--- src/rtl/instr_fetch_unit.sv ---
// ============================================================================
// instr_fetch_unit : RV64I fetch stage with 1-entry skid buffer and redirect
// Rev 1.0
// ============================================================================
`default_nettype none

module instr_fetch_unit #(
   parameter int               XLEN      = 64,
   parameter logic [XLEN-1:0]  RESET_PC  = '0,
   parameter logic [31:0]      NOP_INSTR = 32'h00000013
) (
   input  logic              clk,
   input  logic              rst,
   output logic              imem_req,
   output logic [XLEN-1:0]   imem_addr,
   input  logic              imem_ready,
   input  logic              imem_rvalid,
   input  logic [31:0]       imem_rdata,
   input  logic              branch_taken,
   input  logic [XLEN-1:0]   branch_target,
   input  logic              stall,
   output logic              instr_valid,
   output logic [31:0]       instr,
   output logic [XLEN-1:0]   pc
);

   localparam logic [XLEN-1:0] c_align_mask = ~XLEN'(3);
   localparam logic [XLEN-1:0] c_step       = XLEN'(4);
   localparam logic [XLEN-1:0] c_reset_pc   = RESET_PC & c_align_mask;

   typedef enum logic [1:0] {
      S_IDLE = 2'd0,
      S_REQ  = 2'd1,
      S_WAIT = 2'd2,
      S_HOLD = 2'd3
   } state_t;

   state_t            r_state;
   logic [XLEN-1:0]   r_fetch_pc;
   logic              r_kill;
   logic              r_skid_valid;
   logic [31:0]       r_skid_instr;
   logic [XLEN-1:0]   r_skid_pc;

   logic [XLEN-1:0]   w_target;
   logic [XLEN-1:0]   w_next_pc;

   assign w_target  = branch_target & c_align_mask;
   assign w_next_pc = r_fetch_pc + c_step;

   always_ff @(posedge clk or posedge rst) begin
      if (rst) begin
         r_state      <= S_IDLE;
         r_fetch_pc   <= c_reset_pc;
         r_kill       <= 1'b0;
         r_skid_valid <= 1'b0;
         r_skid_instr <= NOP_INSTR;
         r_skid_pc    <= '0;
         imem_req     <= 1'b0;
         imem_addr    <= c_reset_pc;
         instr_valid  <= 1'b0;
         instr        <= NOP_INSTR;
         pc           <= '0;
      end else begin
         // Decode consumed the current word; a load below may overwrite this.
         if (instr_valid && !stall) begin
            instr_valid <= 1'b0;
            instr       <= NOP_INSTR;
         end

         if (branch_taken) begin
            instr_valid  <= 1'b0;
            instr        <= NOP_INSTR;
            r_skid_valid <= 1'b0;
            r_fetch_pc   <= w_target;
            case (r_state)
               S_WAIT: begin
                  if (imem_rvalid) begin
                     r_kill    <= 1'b0;
                     r_state   <= S_REQ;
                     imem_req  <= 1'b1;
                     imem_addr <= w_target;
                  end else begin
                     r_kill <= 1'b1;
                  end
               end
               S_REQ: begin
                  // A handshake in this cycle still happens; its word is stale.
                  if (imem_ready) begin
                     r_kill   <= 1'b1;
                     r_state  <= S_WAIT;
                     imem_req <= 1'b0;
                  end else begin
                     imem_addr <= w_target;
                  end
               end
               default: begin
                  r_state   <= S_REQ;
                  imem_req  <= 1'b1;
                  imem_addr <= w_target;
               end
            endcase
         end else begin
            case (r_state)
               S_IDLE: begin
                  r_state   <= S_REQ;
                  imem_req  <= 1'b1;
                  imem_addr <= r_fetch_pc;
               end
               S_REQ: begin
                  if (imem_ready) begin
                     r_state  <= S_WAIT;
                     imem_req <= 1'b0;
                  end
               end
               S_WAIT: begin
                  if (imem_rvalid) begin
                     if (r_kill) begin
                        r_kill    <= 1'b0;
                        r_state   <= S_REQ;
                        imem_req  <= 1'b1;
                        imem_addr <= r_fetch_pc;
                     end else if (!instr_valid || !stall) begin
                        instr       <= imem_rdata;
                        pc          <= r_fetch_pc;
                        instr_valid <= 1'b1;
                        r_fetch_pc  <= w_next_pc;
                        r_state     <= S_REQ;
                        imem_req    <= 1'b1;
                        imem_addr   <= w_next_pc;
                     end else begin
                        r_skid_valid <= 1'b1;
                        r_skid_instr <= imem_rdata;
                        r_skid_pc    <= r_fetch_pc;
                        r_fetch_pc   <= w_next_pc;
                        r_state      <= S_HOLD;
                     end
                  end
               end
               S_HOLD: begin
                  if (!stall) begin
                     instr        <= r_skid_instr;
                     pc           <= r_skid_pc;
                     instr_valid  <= r_skid_valid;
                     r_skid_valid <= 1'b0;
                     r_state      <= S_REQ;
                     imem_req     <= 1'b1;
                     imem_addr    <= r_fetch_pc;
                  end
               end
               default: begin
                  r_state  <= S_IDLE;
                  imem_req <= 1'b0;
               end
            endcase
         end
      end
   end

endmodule

`default_nettype wire

--- config.mk ---
export PLATFORM = sky130hd
export DESIGN_NAME = instr_fetch_unit
export DESIGN_NICKNAME = d
export VERILOG_FILES = /design/src/rtl/instr_fetch_unit.sv
export SDC_FILE = /design/constraint.sdc
export NUM_CORES = 1
export LEC_CHECK = 0
export ABC_AREA = 0
export ABC_CLOCK_PERIOD_IN_PS = 14470
export CAP_MARGIN = 20
export CELL_PAD_IN_SITES_DETAIL_PLACEMENT = 1
export CELL_PAD_IN_SITES_GLOBAL_PLACEMENT = 2
export CORE_ASPECT_RATIO = 1.5
export CORE_MARGIN = 4
export CORE_UTILIZATION = 34
export CTS_BUF_LIST = sky130_fd_sc_hd__clkbuf_16
export DETAILED_ROUTE_END_ITERATION = 8
export PLACE_DENSITY = 0.79
export SLEW_MARGIN = 20
export SYNTH_ARGS = -nofsm -noshare
export SYNTH_HDL_FRONTEND = slang
export SYNTH_SLANG_ARGS = --single-unit
--- constraint.sdc ---
create_clock -name clk -period 14.47 [get_ports clk]
set_input_delay 3.6175 -clock clk [delete_from_list [all_inputs] [get_ports clk]]
set_output_delay 3.6175 -clock clk [all_outputs]
set_load 0.05 [all_outputs]
Word level (Yosys, flattened, before mapping)
Index checks and enable logic that the tools add are counted.

storage, ports and cells
  word-level logic and storage cells = 111
  flip-flop bits (word level) = 326
  bits of input ports = 102

operators by class
  multiplexer cells = 62
  reduce and logical (&&, ||, !) cells = 19
  equality and inequality tests = 15
  add/sub/neg operators = 1
  bitwise logic cells = 3

operator list
  operator                 number
  $mux W64                 15
  $pmux W64 S2             2
  $mux W32                 6
  $pmux W64 S3             1
  $add A64 B3 Y64 const B  1
  $pmux W32 S2             1
  $mux W1                  23
  $ne A3 B3 Y1 const B     6
  $reduce_and A5 Y1        3
  $mux W2                  7
  $ne A2 B2 Y1 const B     5
  $pmux W1 S2              4
  $pmux W2 S4              1
  $reduce_bool A2 Y1       4
  $reduce_and A3 Y1        2
  $reduce_and A6 Y1        1
  $eq A2 B2 Y1 const B     2
  $ne A4 B4 Y1 const B     1
  $pmux W1 S4              1
  $pmux W2 S2              1
  $reduce_and A4 Y1        1
  $reduce_bool A4 Y1       1
  $not A1 Y1               3
  $reduce_bool A3 Y1       1
  other kinds (6)          7

Longest topological paths before layout
Gate-level depths: netlist (run 1).

  depth in word-level cells = 8
  mapped depth = 12

Worst setup path after synthesis (run 1)
OpenSTA, ideal clock, no wires.

  path kind = input -> register
  start point = input branch_taken
  end point = register imem_addr[32]
  setup slack = 9228 ps
  path buffers = 2
  stages = 7
  setup time = 143 ps
  data arrival time = 5098 ps
  cell sequence = inv_1 -> a32oi_1 -> or3b_1 -> clkbuf_1 -> nor2_1 -> clkbuf_1 -> a22oi_1

between the ends
  longest elaborated chain between the ends = 2
  elaborated cells between the ends (all ways) = 6

ends and longest elaborated chain
  item                                                  line  RTL
  start: declaration                                    19    input logic branch_taken,
  $ne A4 B4 Y1 (no line), or another cell as far along  --
  $reduce_and A5 Y1 (no line)                           --
  end signal: assignment                                60    imem_addr <= c_reset_pc;
  end signal: assignment                                82    imem_addr <= w_target;
  end signal: assignment                                94    imem_addr <= w_target;
  end: declaration                                      15    output logic [XLEN-1:0] imem_addr,

Several ways; a longest one is shown, not always the timed one.
A chain may end at the register's enable or synchronous reset.

Worst setup path in the final report (run 1)
  start point = input stall
  end point = register imem_addr[45]

between the ends
  longest elaborated chain between the ends = 4
  elaborated cells between the ends (all ways) = 5

ends and longest elaborated chain
  item                           line  RTL
  start: declaration             21    input logic stall,
  $logic_not A1 Y1               --
  $logic_or A1 B1 Y1             123   end else if (!instr_valid || !stall) begin
  $ne A4 B4 Y1 (no line)         --
  $reduce_and A5 Y1 (no line) *  --
  end signal: assignment         122   imem_addr <= r_fetch_pc;
  end signal: assignment         130   imem_addr <= w_next_pc;
  end signal: assignment         148   imem_addr <= r_fetch_pc;

Mark *: on every way between the ends. The rest lies on a longest branch, timed or not.

==> results of run 1 <==
## cell families after synthesis
family	after synthesis	share of synthesized area (%)
simple gates	583	16.6
flops	319	48.2
compound gates	276	9.80
mux	231	15.1
buf+inv	164	3.97
xor+xnor	111	5.87
fa+ha+maj	5	0.378
other cells	1	0.0226
## cells in the mapped netlist (all sizes together), types with 6 or more instances
master  number
nor4        14
dfrtp      313
a222oi      12
o31ai       10
o22ai        6
nor3        58
xor2        41
mux2       157
mux2i       74
o21ai      135
and3        11
or3         18
inv         11
o221ai       8
nand2      264
and4         6
a22oi        6
clkbuf     107
nand2b       8
buf         46
nor2        96
nand3       56
a21oi       51
xnor2       70
nand4       33
dfstp        6
a31oi       26
## per-layer routing
metal	share of wire, %	wire length (um)	vias to the layer above
li1	-	-	6228
met4	2.3	1290	2
met3	5.1	2950	67
met1	39	22500	6879
met5	0.023	13	-
met2	53	30400	293
## path summary, 6_finish.rpt
kind	start	to	slack (ps)
worst max-delay path	stall	imem_addr[45]	7940
worst min-delay path	pc[35]	pc[35]	480
worst max register to register	r_state[0]	r_fetch_pc[60]	10510
worst min register to register	pc[35]	pc[35]	480
max in group asynchronous	rst	r_skid_instr[31]	9340
min in group asynchronous	rst	r_fetch_pc[37]	3630
## cell type report
| type | instances | area share (%) |
|---|---|---|
| clock inverters | 25 | 0.755 |
| clock buffers | 37 | 4.47 |
| well taps | 650 | 3.93 |
| inverters | 11 | 0.248 |
| flip-flops and latches | 319 | 38.6 |
| diodes | 4 | 0.0483 |
| repair buffers | 282 | 13.5 |
| multi-input cells | 1208 | 38.5 |
## worst max-delay path, cell delays in order
cell	delay [ps]
buf_2	70
buf_4	470
nand2_1	250
nor3_1	800
or3b_4	480
buf_4	670
nor2_1	310
a31oi_1	240
## per-stage QoR
| stage | std cells | hold WS, ps | utilization [%] | cell area (um2) | worst slack, ps |
|---|---|---|---|---|---|
| 2_1_floorplan | 1691 | 450 | - | 16600 | 2030 |
| 3_3_place_gp | 2469 | 463 | 40.8 | 19600 | 7420 |
| 3_5_place_dp | 2469 | 473 | 40.8 | 19600 | 7370 |
| 4_1_cts | 2531 | 486 | 43.1 | 20700 | 7930 |
| 5_1_grt | 2533 | 495 | 43.2 | 20700 | 7730 |
| 6_report | 2536 | 480 | 43.2 | 20700 | 7940 |
## registers in the layout, summed over array words and instances, names as in the netlist, 2 cells and up
| register | flops |
|---|---|
| instr | 32 |
| r_skid_pc | 62 |
| r_fetch_pc | 62 |
| imem_addr | 63 |
| pc | 62 |
| r_skid_instr | 32 |
| r_state | 2 |
## power breakdown
| part | switching, mW | total (mW) | internal, mW |
|---|---|---|---|
| logic | 1.22 | 1.79 | 0.571 |
| clock network | 0.380 | 0.876 | 0.496 |
| registers | 0.186 | 1.29 | 1.10 |
| total | 1.78 | 3.96 | 2.17 |
==> impl_metrics.toml, run 1 <==
[status]
outcome = "finished clean"

[floorplanning]
initial_core_util_pct = 34.6
die_h_um = 278
ioPinCount = 264
die_area_um2 = 52400
rows = 98
die_w_um = 188
core_um2 = 47900

[setup_path]
crit_type = "in2reg"
cp-end-kind = "flip-flop"
crit_fanout = 63
worst-r2r-cell-count = 10
cp-start-kind = "input port"
cp.required_ps = 14910
worstPathArrival_ps = 6970

[clocking]
cts-htree-levels = 2
cts_buffers = 36
cts_resized = 0
cts_setup_buffers = 0
clockRootBuffer = "clkbuf_16"
cts_hold_buffers = 0
path_clk_slew_ps = 60
tritoncts = "built"
cts_buffer_depth = 3
cts.sinks = 319
clk_latency_ps = 530

[yosys]
syn-mean-instance-area_um2 = 9.80
netlist-cell-type-count = 60
synth_edf_count = 0
synth_top_cell_by_area = "dfrtp_1"
netlist_instances = 1690
ys.flop_type = "dfrtp_1"
async_flop_share_pct = 100
ys_seq_area_share_pct = 48.2
synthesis.area_um2 = 16600
yosys-top-cells-area = "dfrtp_1 (47%), mux2_2 (11%), nand2_1 (6.0%)"
ys_seq_elements = 319
yosysTopAreaCellShare_pct = 47.3
ys_warn_count = 0

[grt]
grt.met3_usage_pct = 4.42
top_usage_layer = "met2"
met1_usage_pct = 25.5
grt_max_degree = 167
grt_pass1_vias = 14700
antenna_found_initial = 5
grt_pass1_wl_mm = 89.4
groute.usage.overall_pct = 21.5
overflow = 0
gr-usage-met2_pct = 39.7

[route]
firstDrtPassIters = 5
vias_per_cell = 5.31
dr.first_iter.drc_count = 663
wl_per_cell_um = 22.6
vias = 13500
wirelength_mm = 57.2
drc = 0
ant_nets = 0

[layout]
drive_gt1_share_pct = 13.5
final_nets = 1965
n_fill_cell = 5310
seqCellArea_um2 = 7990
layout_commonest_cell = "dfrtp_1"
most-common-layout-cells = "dfrtp_1 (313), nand2_1 (263), clkdlybuf4s50_1 (257)"
area_growth_pct = 25.0
multiInputGateArea_um2 = 7970

[timing]
tightest_slew_ps = 1110
min_period_ps = 6530
slew_viol_final = 0
setup_violations = 0
slew_headroom_pct = 26.0
finClkSkew_ps = 19.9
grt_setup_unrepaired = "no"
setup_tns_ps = 0
max_freq_ghz = 0.153
period_share_pct = 45.1
hold_violations = 0

[pwr]
p_leak_nw = 8.62
vdd_ir_drop_max_v = 0.000118
power_density_nw_per_um2 = 191
p_total_mw = 3.96

[placed_design]
gp_congestion = 0.809
dpl.hpwl_mm = 38.2
port_buffers = 259

[job]
cap_viol_max_count = 0

[worst_hold_path]
hp-class = "reg2reg"
hold_depth = 2
No activity file was read; power rests on OpenSTA's default activity.
==> run 2, diff against run 1 <==
--- a/config.mk
+++ b/config.mk
@@ -6,7 +6,7 @@
 export NUM_CORES = 1
 export LEC_CHECK = 0
 export ABC_AREA = 0
-export ABC_CLOCK_PERIOD_IN_PS = 14470
+export ABC_CLOCK_PERIOD_IN_PS = 6590
 export CAP_MARGIN = 20
 export CELL_PAD_IN_SITES_DETAIL_PLACEMENT = 1
 export CELL_PAD_IN_SITES_GLOBAL_PLACEMENT = 2
==> constraint.sdc (replaced) <==
create_clock -name clk -period 6.59 [get_ports clk]
set_input_delay 1.6475 -clock clk [delete_from_list [all_inputs] [get_ports clk]]
set_output_delay 1.6475 -clock clk [all_outputs]
set_load 0.05 [all_outputs]
==> impl_metrics.toml, run 2 (same netlist as run 1, synthesis figures left out) <==
[layout]
stdcell_count = 2539
area_growth_pct = 24.9
final_nets = 1966
top_register = "imem_addr"
layout_commonest_cell = "dfrtp_1"
fin_util_pct = 43.2
seqCellArea_um2 = 7990
multiInputGateArea_um2 = 7970
largest_reg_flops = 63
drive_gt1_share_pct = 13.7
n_fill_cell = 5354
most-common-layout-cells = "dfrtp_1 (313), nand2_1 (263), clkdlybuf4s50_1 (257)"

[timing]
max_freq_ghz = 0.240
setup_tns_ps = 0
grt_setup_unrepaired = "no"
finClkSkew_ps = 14.7
hold_violations = 0
min_period_ps = 4170
slew_headroom_pct = 26.6
slew_viol_final = 0
setup_violations = 0
period_share_pct = 63.2
tightest_slew_ps = 1100

[setup_path]
crit_type = "in2reg"
critPathBufInv = 2
cp.required_ps = 6970
worstPathArrival_ps = 4550
crit_path_cell_trace = "clkdlybuf4s50_1, inv_1, nor2_1, nand4_1, nor3_1, xnor2_1, a21boi_1"
cp-end-kind = "flip-flop"
crit_fanout = 8
critical_path_depth = 7
worst-r2r-cell-count = 10
slowest_stage = "nand4_1"
max_stage_delay_ps = 780
cp_top_family = "simple AND/OR/NAND/NOR gates"
cp-start-kind = "input port"

[pwr]
power_density_nw_per_um2 = 419
p_sw_mw = 3.93
p_clk_share_pct = 22.0
p_int_mw = 4.74
power_frac_seq_pct = 32.8
p_leak_nw = 8.62
power_frac_comb_pct = 45.2
vdd_ir_drop_max_v = 0.000213
swShare_pct = 45.3

[job]
cap_viol_max_count = 0

[placed_design]
gp_congestion = 0.810
dpl.hpwl_mm = 38.3
port_buffers = 259
dp_cells = 2471

[clocking]
cts.sinks = 319
cts-htree-levels = 2
path_clk_slew_ps = 60
tritoncts = "built"
cts_buffers = 36
cts_buffer_depth = 3
cts_setup_buffers = 0
clockRootBuffer = "clkbuf_16"
cts_resized = 0
clk_latency_ps = 540
cts_hold_buffers = 0

[route]
dr.first_iter.drc_count = 752
routed.top_layer = "met5"
vias_per_cell = 5.34
drt-met1-wl_mm = 22.5
firstDrtPassIters = 5
wl_met2_mm = 29.4
wirelength_mm = 56.5
drc = 0
ant_nets = 0
wl_met3_mm = 2.88
vias = 13600
wl_per_cell_um = 22.3

[worst_hold_path]
hp-class = "reg2reg"
hold_depth = 2

[floorplanning]
die_w_um = 188
core_um2 = 47900
die_area_um2 = 52400
initial_core_util_pct = 34.6
ioPinCount = 264
rows = 98
die_h_um = 278

[grt]
grt_max_degree = 162
grt_pass1_vias = 14700
grt_pass1_wl_mm = 88.1
groute.usage.overall_pct = 21.2
antenna_found_initial = 5
overflow = 0

[status]
outcome = "finished clean"
run 2: worst reg2reg max path, delay by kind of cell (launching register included):
| kind | cells | cell delay [ps] |
|---|---|---|
| DFF | 1 | 430 |
| AOI/OAI and AO/OA | 1 | 80 |
| and+or+nand+nor | 4 | 2070 |
| xor gates and xnor gates | 1 | 170 |
| adders and majority gates | 1 | 150 |
| buffers and inverters | 3 | 830 |
run 2: final timing paths:
check	start	endpoint	slack, ps
max in group asynchronous	rst	r_fetch_pc[16]	4040
max	imem_rvalid	r_fetch_pc[38]	2420
max reg2reg	r_state[0]	r_fetch_pc[38]	2710
min reg2reg	pc[20]	pc[20]	480
min in group asynchronous	rst	r_fetch_pc[30]	1670
min	pc[20]	pc[20]	480
run 2: cell type report:
class	count	share of cell area, %
sequential	319	38.6
multi-input combinational	1208	38.5
timing repair buffer	283	13.5
clock buffer	37	4.47
tap	650	3.93
clock inverter	28	0.762
inverter	11	0.230
antenna	3	0.0363
run 2: power by group through the flow:
stage / clock network (mW) / registers [mW] / logic, mW
global placement: 0 / 2.87 / 3.90
finish: 1.91 / 2.85 / 3.92
floorplan: 0 / 4.13 / 1.22
CTS: 1.96 / 2.86 / 3.97
global route: 2.05 / 2.92 / 4.17
detailed placement: 0 / 2.89 / 3.96
run 2: metrics by stage:
| stage | total power, mW | area, um2 | setup WS, ps | hold slack [ps] |
|---|---|---|---|---|
| final | 8.68 | 20700 | 2420 | 476 |
| after global routing | 9.14 | 20700 | 2270 | 495 |
| after floorplan | 5.35 | 16600 | 695 | 450 |
| after global placement | 6.77 | 19600 | 1880 | 462 |
| after detailed placement | 6.85 | 19600 | 1870 | 465 |
| after CTS | 8.80 | 20700 | 2400 | 478 |
run 2: routing by layer:
metal	vias up	GRT usage, %
li1	6239	-
met1	6938	25.0
met2	298	38.7
met3	87	4.33
met4	4	6.40
met5	-	0
